[src/rtl/fft_butterfly_radix_4_pipe_if.sv]
// Radix-4 butterfly stream bus: input tuple handshake, output tuple handshake,
// and the overflow control/status pair.
// master: upstream/controller side (drives x_*, y_ready, cr_*); slave: the butterfly.
interface fft_butterfly_radix_4_pipe_if #(
  parameter int data_width_p = 16
);
  logic                           x_valid;
  logic                           x_ready;
  logic                           x_inverse;
  logic [1:0]                     x_shift;
  logic signed [data_width_p-1:0] x_a_re, x_a_im, x_b_re, x_b_im;
  logic signed [data_width_p-1:0] x_c_re, x_c_im, x_d_re, x_d_im;

  logic                           y_valid;
  logic                           y_ready;
  logic signed [data_width_p-1:0] y_a_re, y_a_im, y_b_re, y_b_im;
  logic signed [data_width_p-1:0] y_c_re, y_c_im, y_d_re, y_d_im;

  logic                           cr_clear_overflow;
  logic                           sr_overflow;

  modport master (
    output x_valid, x_inverse, x_shift,
    output x_a_re, x_a_im, x_b_re, x_b_im, x_c_re, x_c_im, x_d_re, x_d_im,
    input  x_ready,
    input  y_valid,
    input  y_a_re, y_a_im, y_b_re, y_b_im, y_c_re, y_c_im, y_d_re, y_d_im,
    output y_ready,
    output cr_clear_overflow,
    input  sr_overflow
  );

  modport slave (
    input  x_valid, x_inverse, x_shift,
    input  x_a_re, x_a_im, x_b_re, x_b_im, x_c_re, x_c_im, x_d_re, x_d_im,
    output x_ready,
    output y_valid,
    output y_a_re, y_a_im, y_b_re, y_b_im, y_c_re, y_c_im, y_d_re, y_d_im,
    input  y_ready,
    input  cr_clear_overflow,
    output sr_overflow
  );
endinterface

[src/rtl/fft_butterfly_radix_4_pipe.sv]
// Pipelined radix-4 DIT butterfly with per-tuple fwd/inv, rounding shift, saturation.
// Latency 3 cycles from acceptance to y_valid; one tuple per cycle.
// Backpressure: whole pipe freezes while y_valid && !y_ready; x_ready mirrors that enable.
// Ports: clk, rst_n (async, active-low), bus (slave modport: x_* in, y_* out,
// cr_clear_overflow in, sr_overflow out).
module fft_butterfly_radix_4_pipe #(
  parameter int data_width_p = 16
) (
  input  logic                       clk,
  input  logic                       rst_n,
  fft_butterfly_radix_4_pipe_if.slave bus
);
  localparam int W  = data_width_p;
  localparam int W2 = W + 2;  // worst-case butterfly growth
  localparam int W3 = W + 3;  // headroom for the rounding add

  typedef logic signed [W2-1:0] wide_t;
  typedef logic signed [W3-1:0] rnd_t;

  localparam rnd_t sat_max = {{4{1'b0}}, {(W-1){1'b1}}};
  localparam rnd_t sat_min = {{4{1'b1}}, {(W-1){1'b0}}};

  function automatic wide_t ext(input logic signed [W-1:0] v);
    return {{2{v[W-1]}}, v};
  endfunction

  // Single global enable: every stage moves together, so bubbles stay put.
  logic en;
  logic y_valid_q;
  assign en          = !(y_valid_q && !bus.y_ready);
  assign bus.x_ready = en;

  // Component order used by every array below:
  // 0 a_re, 1 a_im, 2 b_re, 3 b_im, 4 c_re, 5 c_im, 6 d_re, 7 d_im
  wide_t      in_c [8];
  logic [1:0] k_in;

  always_comb begin
    in_c[0] = ext(bus.x_a_re);
    in_c[1] = ext(bus.x_a_im);
    in_c[2] = ext(bus.x_b_re);
    in_c[3] = ext(bus.x_b_im);
    in_c[4] = ext(bus.x_c_re);
    in_c[5] = ext(bus.x_c_im);
    in_c[6] = ext(bus.x_d_re);
    in_c[7] = ext(bus.x_d_im);
  end

  // Shift code 3 is clamped to 2 at the door so later stages only see 0..2.
  assign k_in = (bus.x_shift == 2'd3) ? 2'd2 : bus.x_shift;

  // ---------------- stage 1: s0=a+c, s1=a-c, s2=b+d, s3=b-d ----------------
  // s_q order: s0 re/im, s1 re/im, s2 re/im, s3 re/im
  wide_t      s_q [8];
  logic       v1_q;
  logic       inv1_q;
  logic [1:0] k1_q;

  always_ff @(posedge clk or negedge rst_n) begin
    if (!rst_n)  v1_q <= 1'b0;
    else if (en) v1_q <= bus.x_valid;
  end

  always_ff @(posedge clk) begin
    if (en) begin
      inv1_q <= bus.x_inverse;
      k1_q   <= k_in;
      s_q[0] <= in_c[0] + in_c[4];
      s_q[1] <= in_c[1] + in_c[5];
      s_q[2] <= in_c[0] - in_c[4];
      s_q[3] <= in_c[1] - in_c[5];
      s_q[4] <= in_c[2] + in_c[6];
      s_q[5] <= in_c[3] + in_c[7];
      s_q[6] <= in_c[2] - in_c[6];
      s_q[7] <= in_c[3] - in_c[7];
    end
  end

  // ---------------- stage 2: combine with the -j / +j kernel ----------------
  // p = s1 - j*s3 (forward X1), m = s1 + j*s3 (forward X3); inverse swaps them.
  wide_t p_re, p_im, m_re, m_im;
  wide_t x2_d [8];

  always_comb begin
    p_re    = s_q[2] + s_q[7];
    p_im    = s_q[3] - s_q[6];
    m_re    = s_q[2] - s_q[7];
    m_im    = s_q[3] + s_q[6];
    x2_d[0] = s_q[0] + s_q[4];
    x2_d[1] = s_q[1] + s_q[5];
    x2_d[4] = s_q[0] - s_q[4];
    x2_d[5] = s_q[1] - s_q[5];
    x2_d[2] = inv1_q ? m_re : p_re;
    x2_d[3] = inv1_q ? m_im : p_im;
    x2_d[6] = inv1_q ? p_re : m_re;
    x2_d[7] = inv1_q ? p_im : m_im;
  end

  wide_t      x2_q [8];
  logic       v2_q;
  logic [1:0] k2_q;

  always_ff @(posedge clk or negedge rst_n) begin
    if (!rst_n)  v2_q <= 1'b0;
    else if (en) v2_q <= v1_q;
  end

  always_ff @(posedge clk) begin
    if (en) begin
      k2_q <= k1_q;
      for (int i = 0; i < 8; i++) x2_q[i] <= x2_d[i];
    end
  end

  // ---------------- stage 3: round half up, shift, saturate ----------------
  rnd_t                  rnd_c;
  rnd_t                  r_c [8];
  rnd_t                  v_c [8];
  logic signed [W-1:0]   y_d [8];
  logic [7:0]            sat_c;

  always_comb begin
    rnd_c = '0;
    if (k2_q == 2'd1)      rnd_c[0] = 1'b1;
    else if (k2_q == 2'd2) rnd_c[1] = 1'b1;
    sat_c = '0;
    for (int i = 0; i < 8; i++) begin
      r_c[i] = {x2_q[i][W2-1], x2_q[i]} + rnd_c;
      v_c[i] = r_c[i] >>> k2_q;
      y_d[i] = v_c[i][W-1:0];
      if (v_c[i] > sat_max) begin
        y_d[i]   = sat_max[W-1:0];
        sat_c[i] = 1'b1;
      end else if (v_c[i] < sat_min) begin
        y_d[i]   = sat_min[W-1:0];
        sat_c[i] = 1'b1;
      end
    end
  end

  logic signed [W-1:0] y_q [8];
  logic                ovf_q;

  always_ff @(posedge clk or negedge rst_n) begin
    if (!rst_n) begin
      y_valid_q <= 1'b0;
      ovf_q     <= 1'b0;
      for (int i = 0; i < 8; i++) y_q[i] <= '0;
    end else begin
      if (en) begin
        y_valid_q <= v2_q;
        if (v2_q) begin
          for (int i = 0; i < 8; i++) y_q[i] <= y_d[i];
        end
      end
      // A new saturation event beats a same-cycle clear.
      ovf_q <= (ovf_q && !bus.cr_clear_overflow) || (en && v2_q && (|sat_c));
    end
  end

  assign bus.y_valid     = y_valid_q;
  assign bus.sr_overflow = ovf_q;
  assign bus.y_a_re      = y_q[0];
  assign bus.y_a_im      = y_q[1];
  assign bus.y_b_re      = y_q[2];
  assign bus.y_b_im      = y_q[3];
  assign bus.y_c_re      = y_q[4];
  assign bus.y_c_im      = y_q[5];
  assign bus.y_d_re      = y_q[6];
  assign bus.y_d_im      = y_q[7];
endmodule
[src/flat_wrapper.sv]
// flat-port wrapper written by rule: the top's interface ports become plain ports
module fft_butterfly_radix_4_pipe_flat 
#(
  parameter int data_width_p = 16
)
  (clk, rst_n, bus_x_valid, bus_x_inverse, bus_x_shift, bus_x_a_re, bus_x_a_im, bus_x_b_re, bus_x_b_im, bus_x_c_re, bus_x_c_im, bus_x_d_re, bus_x_d_im, bus_x_ready, bus_y_valid, bus_y_a_re, bus_y_a_im, bus_y_b_re, bus_y_b_im, bus_y_c_re, bus_y_c_im, bus_y_d_re, bus_y_d_im, bus_y_ready, bus_cr_clear_overflow, bus_sr_overflow);
  fft_butterfly_radix_4_pipe_if #(.data_width_p(data_width_p)) bus_i ();
  input  logic clk;
  input  logic rst_n;
  input wire logic [$bits(bus_i.x_valid)-1:0] bus_x_valid;
  input wire logic [$bits(bus_i.x_inverse)-1:0] bus_x_inverse;
  input wire logic [$bits(bus_i.x_shift)-1:0] bus_x_shift;
  input wire logic [$bits(bus_i.x_a_re)-1:0] bus_x_a_re;
  input wire logic [$bits(bus_i.x_a_im)-1:0] bus_x_a_im;
  input wire logic [$bits(bus_i.x_b_re)-1:0] bus_x_b_re;
  input wire logic [$bits(bus_i.x_b_im)-1:0] bus_x_b_im;
  input wire logic [$bits(bus_i.x_c_re)-1:0] bus_x_c_re;
  input wire logic [$bits(bus_i.x_c_im)-1:0] bus_x_c_im;
  input wire logic [$bits(bus_i.x_d_re)-1:0] bus_x_d_re;
  input wire logic [$bits(bus_i.x_d_im)-1:0] bus_x_d_im;
  output wire logic [$bits(bus_i.x_ready)-1:0] bus_x_ready;
  output wire logic [$bits(bus_i.y_valid)-1:0] bus_y_valid;
  output wire logic [$bits(bus_i.y_a_re)-1:0] bus_y_a_re;
  output wire logic [$bits(bus_i.y_a_im)-1:0] bus_y_a_im;
  output wire logic [$bits(bus_i.y_b_re)-1:0] bus_y_b_re;
  output wire logic [$bits(bus_i.y_b_im)-1:0] bus_y_b_im;
  output wire logic [$bits(bus_i.y_c_re)-1:0] bus_y_c_re;
  output wire logic [$bits(bus_i.y_c_im)-1:0] bus_y_c_im;
  output wire logic [$bits(bus_i.y_d_re)-1:0] bus_y_d_re;
  output wire logic [$bits(bus_i.y_d_im)-1:0] bus_y_d_im;
  input wire logic [$bits(bus_i.y_ready)-1:0] bus_y_ready;
  input wire logic [$bits(bus_i.cr_clear_overflow)-1:0] bus_cr_clear_overflow;
  output wire logic [$bits(bus_i.sr_overflow)-1:0] bus_sr_overflow;
  assign bus_i.x_valid = bus_x_valid;
  assign bus_i.x_inverse = bus_x_inverse;
  assign bus_i.x_shift = bus_x_shift;
  assign bus_i.x_a_re = bus_x_a_re;
  assign bus_i.x_a_im = bus_x_a_im;
  assign bus_i.x_b_re = bus_x_b_re;
  assign bus_i.x_b_im = bus_x_b_im;
  assign bus_i.x_c_re = bus_x_c_re;
  assign bus_i.x_c_im = bus_x_c_im;
  assign bus_i.x_d_re = bus_x_d_re;
  assign bus_i.x_d_im = bus_x_d_im;
  assign bus_x_ready = bus_i.x_ready;
  assign bus_y_valid = bus_i.y_valid;
  assign bus_y_a_re = bus_i.y_a_re;
  assign bus_y_a_im = bus_i.y_a_im;
  assign bus_y_b_re = bus_i.y_b_re;
  assign bus_y_b_im = bus_i.y_b_im;
  assign bus_y_c_re = bus_i.y_c_re;
  assign bus_y_c_im = bus_i.y_c_im;
  assign bus_y_d_re = bus_i.y_d_re;
  assign bus_y_d_im = bus_i.y_d_im;
  assign bus_i.y_ready = bus_y_ready;
  assign bus_i.cr_clear_overflow = bus_cr_clear_overflow;
  assign bus_sr_overflow = bus_i.sr_overflow;
  fft_butterfly_radix_4_pipe #(.data_width_p(data_width_p)) u_core (.clk(clk), .rst_n(rst_n), .bus(bus_i));
endmodule
[config.mk]
export PLATFORM = sky130hd
export DESIGN_NAME = fft_butterfly_radix_4_pipe_flat
export DESIGN_NICKNAME = d
export VERILOG_FILES = /design/src/rtl/fft_butterfly_radix_4_pipe_if.sv /design/src/rtl/fft_butterfly_radix_4_pipe.sv /design/src/flat_wrapper.sv
export SDC_FILE = /design/constraint.sdc
export NUM_CORES = 1
export LEC_CHECK = 0
export CORE_UTILIZATION = 35
export CTS_CLUSTER_DIAMETER = 30
export DETAILED_ROUTE_END_ITERATION = 8
export GPL_TIMING_DRIVEN = 1
export SLEW_MARGIN = 20
export SYNTH_ARGS = -nofsm -noshare
export SYNTH_HDL_FRONTEND = slang
export SYNTH_SLANG_ARGS = --single-unit
[constraint.sdc]
create_clock -name clk -period 21.2 [get_ports clk]
set_input_delay 6.36 -clock clk [delete_from_list [all_inputs] [get_ports clk]]
set_output_delay 6.36 -clock clk [all_outputs]
set_load 0.03 [all_outputs]
==> results of run 1 <==
==> per-layer routing <==
layer  wire, µm  track usage  part of all wire  up-vias
met5          0            0                 0        -
met4       2160       0.0563             0.022        0
met3       5370       0.0257             0.055      113
met2      42500        0.294              0.44      812
met1      47500        0.284              0.49    13296
li1           -            -                 -    14388
==> area by class of cell <==
cell class,count,area [µm²]
Fill cell,9560,55000
Multi-Input combinational cell,2982,20400
Sequential cell,409,11600
Timing Repair Buffer,287,2850
Clock buffer,96,2190
Tap cell,1265,1580
Inverter,309,1160
Clock inverter,55,769
Antenna cell,1,2.50
==> critical path, delay by kind of cell <==
family / cells / cell delay (ns)
buffers and inverters: 2 / 1.30
AND/OR/NAND/NOR: 1 / 0.63
==> synth_stat cells (all sizes together), types with 69 or more instances <==
master	count	area, µm²
a21oi	324	1630
a31oi	75	469
buf	87	424
clkbuf	108	405
dfrtp	132	3300
edfxtp	277	8320
ha	276	3450
inv	308	1160
mux2i	109	1090
nand2	338	1270
nand3	102	521
nor2	302	1130
nor3	96	480
o21ai	281	1430
xnor2	218	1920
xor2	69	604
==> cells by family (layout without fill, tap and decap cells) <==
logic type      after synthesis  after routing  synth area share
other cells                   0              1                 0
simple gates               1125           1125             0.157
flops                       409            409             0.342
xor+xnor                    287            287            0.0742
compound gates             1124           1124             0.210
mux                         149            149            0.0460
fa+ha+maj                   297            297             0.113
buf+inv                     504            747            0.0585
==> flip-flops by register name, indices dropped and copies added, names as in the netlist, 2 cells and up <==
name and count:
u_core.bus.y_a_im 16, u_core.bus.y_a_re 16, u_core.bus.y_b_im 16, u_core.bus.y_b_re 16, u_core.bus.y_c_im 16, u_core.bus.y_c_re 16, u_core.bus.y_d_im 16, u_core.bus.y_d_re 16
u_core.k1_q 2, u_core.k2_q 2, u_core.s_q 132, u_core.x2_q 140
==> metrics by stage <==
stage               utilization  hold slack, ns  setup slack, ns  total power, mW
floorplan                     -           0.400             1.55             3.63
global placement          0.393           0.405             6.44             4.55
detailed placement        0.393           0.407             6.45             4.58
CTS                       0.424           0.418             6.43             5.97
global route              0.424           0.429             6.38             6.35
finish                    0.424           0.416             6.46             5.95
==> where the power goes <==
group	total, mW	switching [mW]	internal [mW]
clock	1.37	0.449	0.919
sequential	1.68	0.371	1.31
combinational	2.90	1.75	1.15
==> worst paths after layout <==
path / depth (start not counted) / start / slack [ns] / end
max in group asynchronous: 2 / rst_n / 14.16 / u_core.bus.y_a_im[4]
hold / removal: 0 / u_core.k1_q[0] / 0.42 / u_core.k2_q[0]
hold reg to reg: 0 / u_core.k1_q[0] / 0.42 / u_core.k2_q[0]
setup reg to reg: 14 / u_core.k2_q[0] / 15.86 / u_core.bus.sr_overflow
min in group asynchronous: 1 / rst_n / 5.76 / u_core.bus.y_a_re[7]
setup / recovery: 3 / bus_y_ready / 6.46 / bus_x_ready
==> results by stage, run 1 <==
Die:
- The effective utilization at floorplan is 0.356.
- The floorplan core area is 0.0956 mm².
- In this run the count of I/O pins placed on the die edge is 267.
- The x dimension of the die is 314 µm.
- After floorplanning, the core was divided into 113 placement rows.
- The total die area is 0.0984 mm².
- The die is 314 µm tall.

Critical path:
- The maximum fanout encountered on the critical timing path is 56.
- The type of element launching the critical path is an input port.
- The required time of the critical path is 14.84 ns.
- Data on the critical path arrives at its endpoint at 8.38 ns.
- The worst setup path is captured at an output port.
- The most numerous cell on the critical path is clkdlybuf4s50_1.
- The largest individual stage delay along the critical path comes from the cell clkdlybuf4s50_1.
- The signal on the critical path passes through clkdlybuf4s50_1 -> nand2b_4 -> clkdlybuf4s50_1.
- The largest single stage delay on the critical path is 0.82 ns.
- The category of the most critical setup path is in2out.

STA:
- The number of pins exceeding their max-slew limit in the final report is 0.
- The largest clock skew in the final design is 0.0222 ns.
- Derived from the worst setup path, the maximum achievable clock frequency is 67.8 MHz.
- The count of endpoints failing setup in the final report is 0.
- In the final timing run, aggregate negative setup slack is 0 ns.
- At the pin with the least slew margin, the transition time is 0.999 ns.
- Measured against its own limit, the worst slew margin works out to 0.328.
- The period utilization is 0.696.
- The worst path needs 14.74 ns of the cycle, external delays included.
- Setup repair after global routing left no endpoint under its margin.
- The number of endpoints with negative hold slack in the final report is 0.

Drt:
- The initial DRC count is 2673.
- The count of nets left with antenna violations once routing finished came out at 0.
- The number of vias in the routed layout is 28609.
- The number of DRC violations after detailed routing is 0.
- The per-cell routed wire length is 18.0 µm.
- Dividing the detail-routed via count by the number of cells gives 5.29.
- The total iterations of the first detailed-routing run is 6.
- The total wirelength of the detailed-routed design is 97500 µm.

Logic synthesis:
- The fraction of the yosys area taken by sequential cells is 0.342.
- The number of instances in the synthesized netlist is 3895.
- The total nets after synthesis is 4323.
- In the synthesized netlist the dominant register cell turns out to be edfxtp_1.
- The number of enable-type register cells in the synthesized netlist is 277.
- The share of flip-flops with an asynchronous set or reset is 0.323.
- During synthesis, Yosys emitted a total of 0 warnings.
- Averaged over all synthesized cells, the footprint is 8.73 µm².
- The count of unique library cells instantiated by Yosys is 99.
- After synthesis the cells add up to 0.0340 mm².
- The synthesized flop and latch total is 409.

Global routing:
- The number of antenna violations at the first check in global routing is 1.
- The overall track demand over capacity in global routing is 0.193.
- The via count of the first global-routing pass is 26281.
- The wire length of the first global-routing pass is 151000 µm.
- The pin count of the biggest net entering global routing is 184.
- For this run the aggregate overflow at the end of global routing stands at 0.

Run status:
- The run finished with clean final reports.

Worst hold path:
- The class of the worst hold path is reg2reg.

Clocking:
- The register clock-pin slew on the reported worst setup and hold paths is 0.05 ns.
- The clock latency reported for the late side of the worst-skew pair is 0.63 ns.
- The number of clock buffers added by TritonCTS is 83.
- TritonCTS built the clock tree.
- The number of gates resized after CTS was 0.
- The cell sitting at the root of the clock tree is a clkbuf_16.
- Clock tree synthesis found a total of 409 sinks.
- Buffers inserted to repair hold after CTS numbered 0.
- The buffers inserted during post-CTS setup optimization is 0.
- The H-tree depth reported by CTS is 3.
- The maximum buffer depth of the clock tree is 3.

Cells and area:
- Compared with the post-synthesis result, the final layout area differs by 19.4%.
- The fraction of final layout cells with drive strength greater than 1 is 0.0614.
- The net count of the finished layout is 4500.
- Leaving out fill and tap cells, the most frequent cells in the layout are nand2_1, a21oi_1, inv_1, nor2_1, edfxtp_1.
- Excluding fillers, the count of instances in the completed layout stands at 5404.
- After routing the design area is 0.0406 mm².
- Leaving out fill and tap cells, the most frequent cell in the layout is nand2_1.

Place:
- The total instance count after detailed placement is 5252.
- The post-detailed-placement cell area is 0.0376 mm².
- The routability congestion estimate is 0.902.
- The detailed-placement wirelength estimate is 77100 µm.
- The count of buffers added on input and output ports is 266.

Pwr:
- In this run the power density over the cells is 147 mW/mm².
- The maximum vdd drop is 0.0000668 V.
- Summed over all cells, the static leakage comes to 16.4 nW.

Flow run:
- Max-cap violations in this run came to 0.
No activity file was read; power rests on OpenSTA's default activity.
==> run 2: changes to the inputs <==
==> constraint.sdc (replaced) <==
create_clock -name clk -period 15.07 [get_ports clk]
set_input_delay 4.521 -clock clk [delete_from_list [all_inputs] [get_ports clk]]
set_output_delay 4.521 -clock clk [all_outputs]
set_load 0.03 [all_outputs]
==> run 2 against run 1 <==
Effect of this change:
- total power is 39% higher
- global-route usage hardly changed
- sequential power is 42% higher
- critical endpoint unchanged
- die area stayed put
- clock skew is 0.011 ns higher
- highest routed layer is now met5
==> results by stage, run 2 (synthesized netlist as in run 1, its figures left out) <==
Run status:
- The flow ran to the end, and the final reports show no timing, DRC or antenna violations.

Drt:
- The total wirelength of the detailed-routed design came to 97800 µm (+0.30%).
- The initial DRC count is 2527 (-5.5%).
- The total iterations of the first detailed-routing run is 6 (unchanged).
- The detail-routed via count per cell is 5.29 (-0.17%).
- The number of nets with antenna violations after detailed routing is 0 (unchanged).
- The number of DRC violations after detailed routing is 0 (unchanged).
- The per-cell routed wire length is 18.1 µm (about the same).
- The number of vias in the routed layout is 28619 (+0.035%).

STA:
- Setup repair after global routing left no endpoint under its margin.
- The worst path in the final design needs a cycle of 10.50 ns, including I/O delays and setup.
- The largest clock skew in the final design is 0.0330 ns (+0.0109 ns).
- The accumulated negative setup slack was 0 ns (unchanged).
- The count of endpoints failing setup in the final report was 0 (unchanged).
- The number of endpoints with negative hold slack in the final report came to 0 (unchanged).
- The measured slew at the worst slew-check pin is 1.02 ns (+0.0230 ns).
- The headroom to the max-slew limit is 0.317 (-0.0117).
- In the finished design, the share of the clock period the worst path needs comes to 0.697.
- The number of pins exceeding their max-slew limit in the final report is 0 (unchanged).
- Static timing analysis puts the maximum clock frequency at 95.2 MHz.

Clocking:
- TritonCTS built the clock tree.
- The clock latency reported for the late side of the worst-skew pair is 0.64 ns (about the same).
- The CTS buffer count is 85 (+2.4%).
- The H-tree depth reported by CTS is 3 (unchanged).
- The number of gates resized after cts is 0 (unchanged).
- The buffers inserted during post-CTS setup optimization came to 0 (unchanged).
- The maximum buffer depth of the clock tree is 3 (unchanged).
- The number of clock sinks seen by CTS is 409 (unchanged).
- In this run the clock root is driven by a clkbuf_16.
- The register clock-pin slew on the reported worst setup and hold paths came to 0.05 ns (about the same).
- The number of buffers inserted for hold repair after clock tree synthesis is 0 (unchanged).

Critical path:
- The maximum cell stage delay along the critical path is 0.77 ns (-0.05 ns).
- STA classifies the critical path endpoint as an output port.
- STA classifies the critical path startpoint as an input port.
- The buffers plus inverters on the worst setup path is 2 (unchanged).
- Among all stages on the critical path, the largest delay is contributed by clkdlybuf4s50_1.
- The most numerous cell type found on the critical path is clkdlybuf4s50_1.
- The cell count along the critical path is 3 (unchanged).
- In this design, the largest share of critical-path delay is due to buffers and inverters.
- The signal on the critical path passes through clkdlybuf4s50_1 -> nand2b_4 -> clkdlybuf4s50_1.
- The data arrival time of the critical path came to 5.98 ns (-2.40 ns).
- The cell count of the worst reg-to-reg path is 13 (-1).
- The maximum fanout encountered on the critical timing path is 2 (-96%).
- The category of the most critical setup path is in2out.
- The required time of the critical path is 10.55 ns (-4.29 ns).

Global routing:
- The global routing met1 resource utilization came to 0.283 (-0.00103).
- The via count of the first global-routing pass is 26029 (-0.96%).
- The overall track demand over capacity in global routing is 0.194 (+0.000339).
- The most utilized layer in the global route result is met2.
- The pin count of the biggest net entering global routing came to 188 (+2.2%).
- The wire length of the first global-routing pass is 150000 µm (-0.36%).
- The met3 track utilization from global routing is 0.0309 (+0.00528).
- The number of antenna violations at the first check in global routing is 2 (+1).
- The met2 track demand over resource in global routing is 0.291 (-0.00311).
- The total global routing overflow is 0 (unchanged).

Cells and area:
- The largest registers in the layout are u_core.x2_q x140, u_core.s_q x132.
- The total non-filler cell area in the finished layout came to 0.0405 mm² (-0.11%).
- Relative to the synthesized area, the layout overhead comes to 19.2%.
- Ranked by flip-flop count, first place goes to u_core.x2_q.
- The number of flip-flops in the largest register is 140 (unchanged).
- The fraction of final layout cells with drive strength greater than 1 is 0.0634 (+0.00201).
- The most common library cell in the layout ignoring fill and taps is nand2_1.
- The net count of the finished layout was 4506 (+0.13%).
- The top cell types in the final layout, fill and taps aside, are nand2_1, a21oi_1, inv_1, nor2_1, edfxtp_1.

Place:
- The number of port buffers is 266 (unchanged).
- The routability congestion estimate was 0.893 (-0.98%).
- The detailed-placement wirelength estimate is 78000 µm (+1.1%).
- The post-detailed-placement cell area is 0.0376 mm² (about the same).

Pwr:
- The total leakage power came to 16.4 nW (about the same).
- The maximum vdd drop was 0.0000887 V (+33%).
- The power per cell area is 205 mW/mm² (+39%).

Worst hold path:
- The class of the worst hold path is reg2reg.
- The cell depth of the worst min-delay path is 0 (unchanged).

Die:
- The effective utilization at floorplan was 0.356 (unchanged).
- The total die area is 0.0984 mm² (unchanged).
- The floorplan core area came to 0.0956 mm² (unchanged).
- The total number of placement rows is 113 (unchanged).
- The number of top-level pins was 267 (unchanged).
- The chip height is 314 µm (unchanged).
- The x dimension of the die is 314 µm (unchanged).

Flow run:
- The number of maximum-capacitance violations is 0 (unchanged).
[run 2: path summary, 6_finish.rpt]
kind	from	end	slack [ns]
hold / removal	u_core.k1_q[0]	u_core.k2_q[0]	0.41
hold reg to reg	u_core.k1_q[0]	u_core.k2_q[0]	0.41
setup reg to reg	u_core.k2_q[0]	u_core.bus.sr_overflow	9.90
min in group asynchronous	rst_n	u_core.bus.y_a_re[15]	3.86
max in group asynchronous	rst_n	u_core.bus.y_a_im[13]	9.80
setup / recovery	bus_y_ready	bus_x_ready	4.57
[run 2: cell type report]
class	count	area [µm²]
diodes	1	2.50
well taps	1265	1580
inverters	309	1160
multi-input cells	2982	20400
repair buffers	291	2860
flip-flops and latches	409	11600
fillers	9530	55100
clock inverters	61	674
clock buffers	97	2220
[run 2: power breakdown]
group | leakage, nW | internal [mW] | switching, mW
logic | 10.7 | 1.62 | 2.47
clock network | 1.40 | 1.18 | 0.643
registers | 4.33 | 1.84 | 0.539
total | 16.4 | 4.65 | 3.65
[run 2: through the flow]
stage                     cells  power (mW)  hold WS [ns]  setup slack (ns)  utilization
after floorplan            3895        5.08         0.400              2.39            -
after global placement     5256        6.40         0.407              4.51        0.394
after detailed placement   5256        6.44         0.410              4.53        0.394
after CTS                  5414        8.31         0.415              4.51        0.424
after global routing       5415        8.85         0.413              4.50        0.424
final                      5415        8.30         0.412              4.57        0.424
[run 2: per-layer routing]
layer / routed length, µm / up-vias
met1: 47600 / 13372
met4: 2440 / 2
met3: 5440 / 107
met2: 42300 / 748
li1: - / 14390
met5: 7 / -
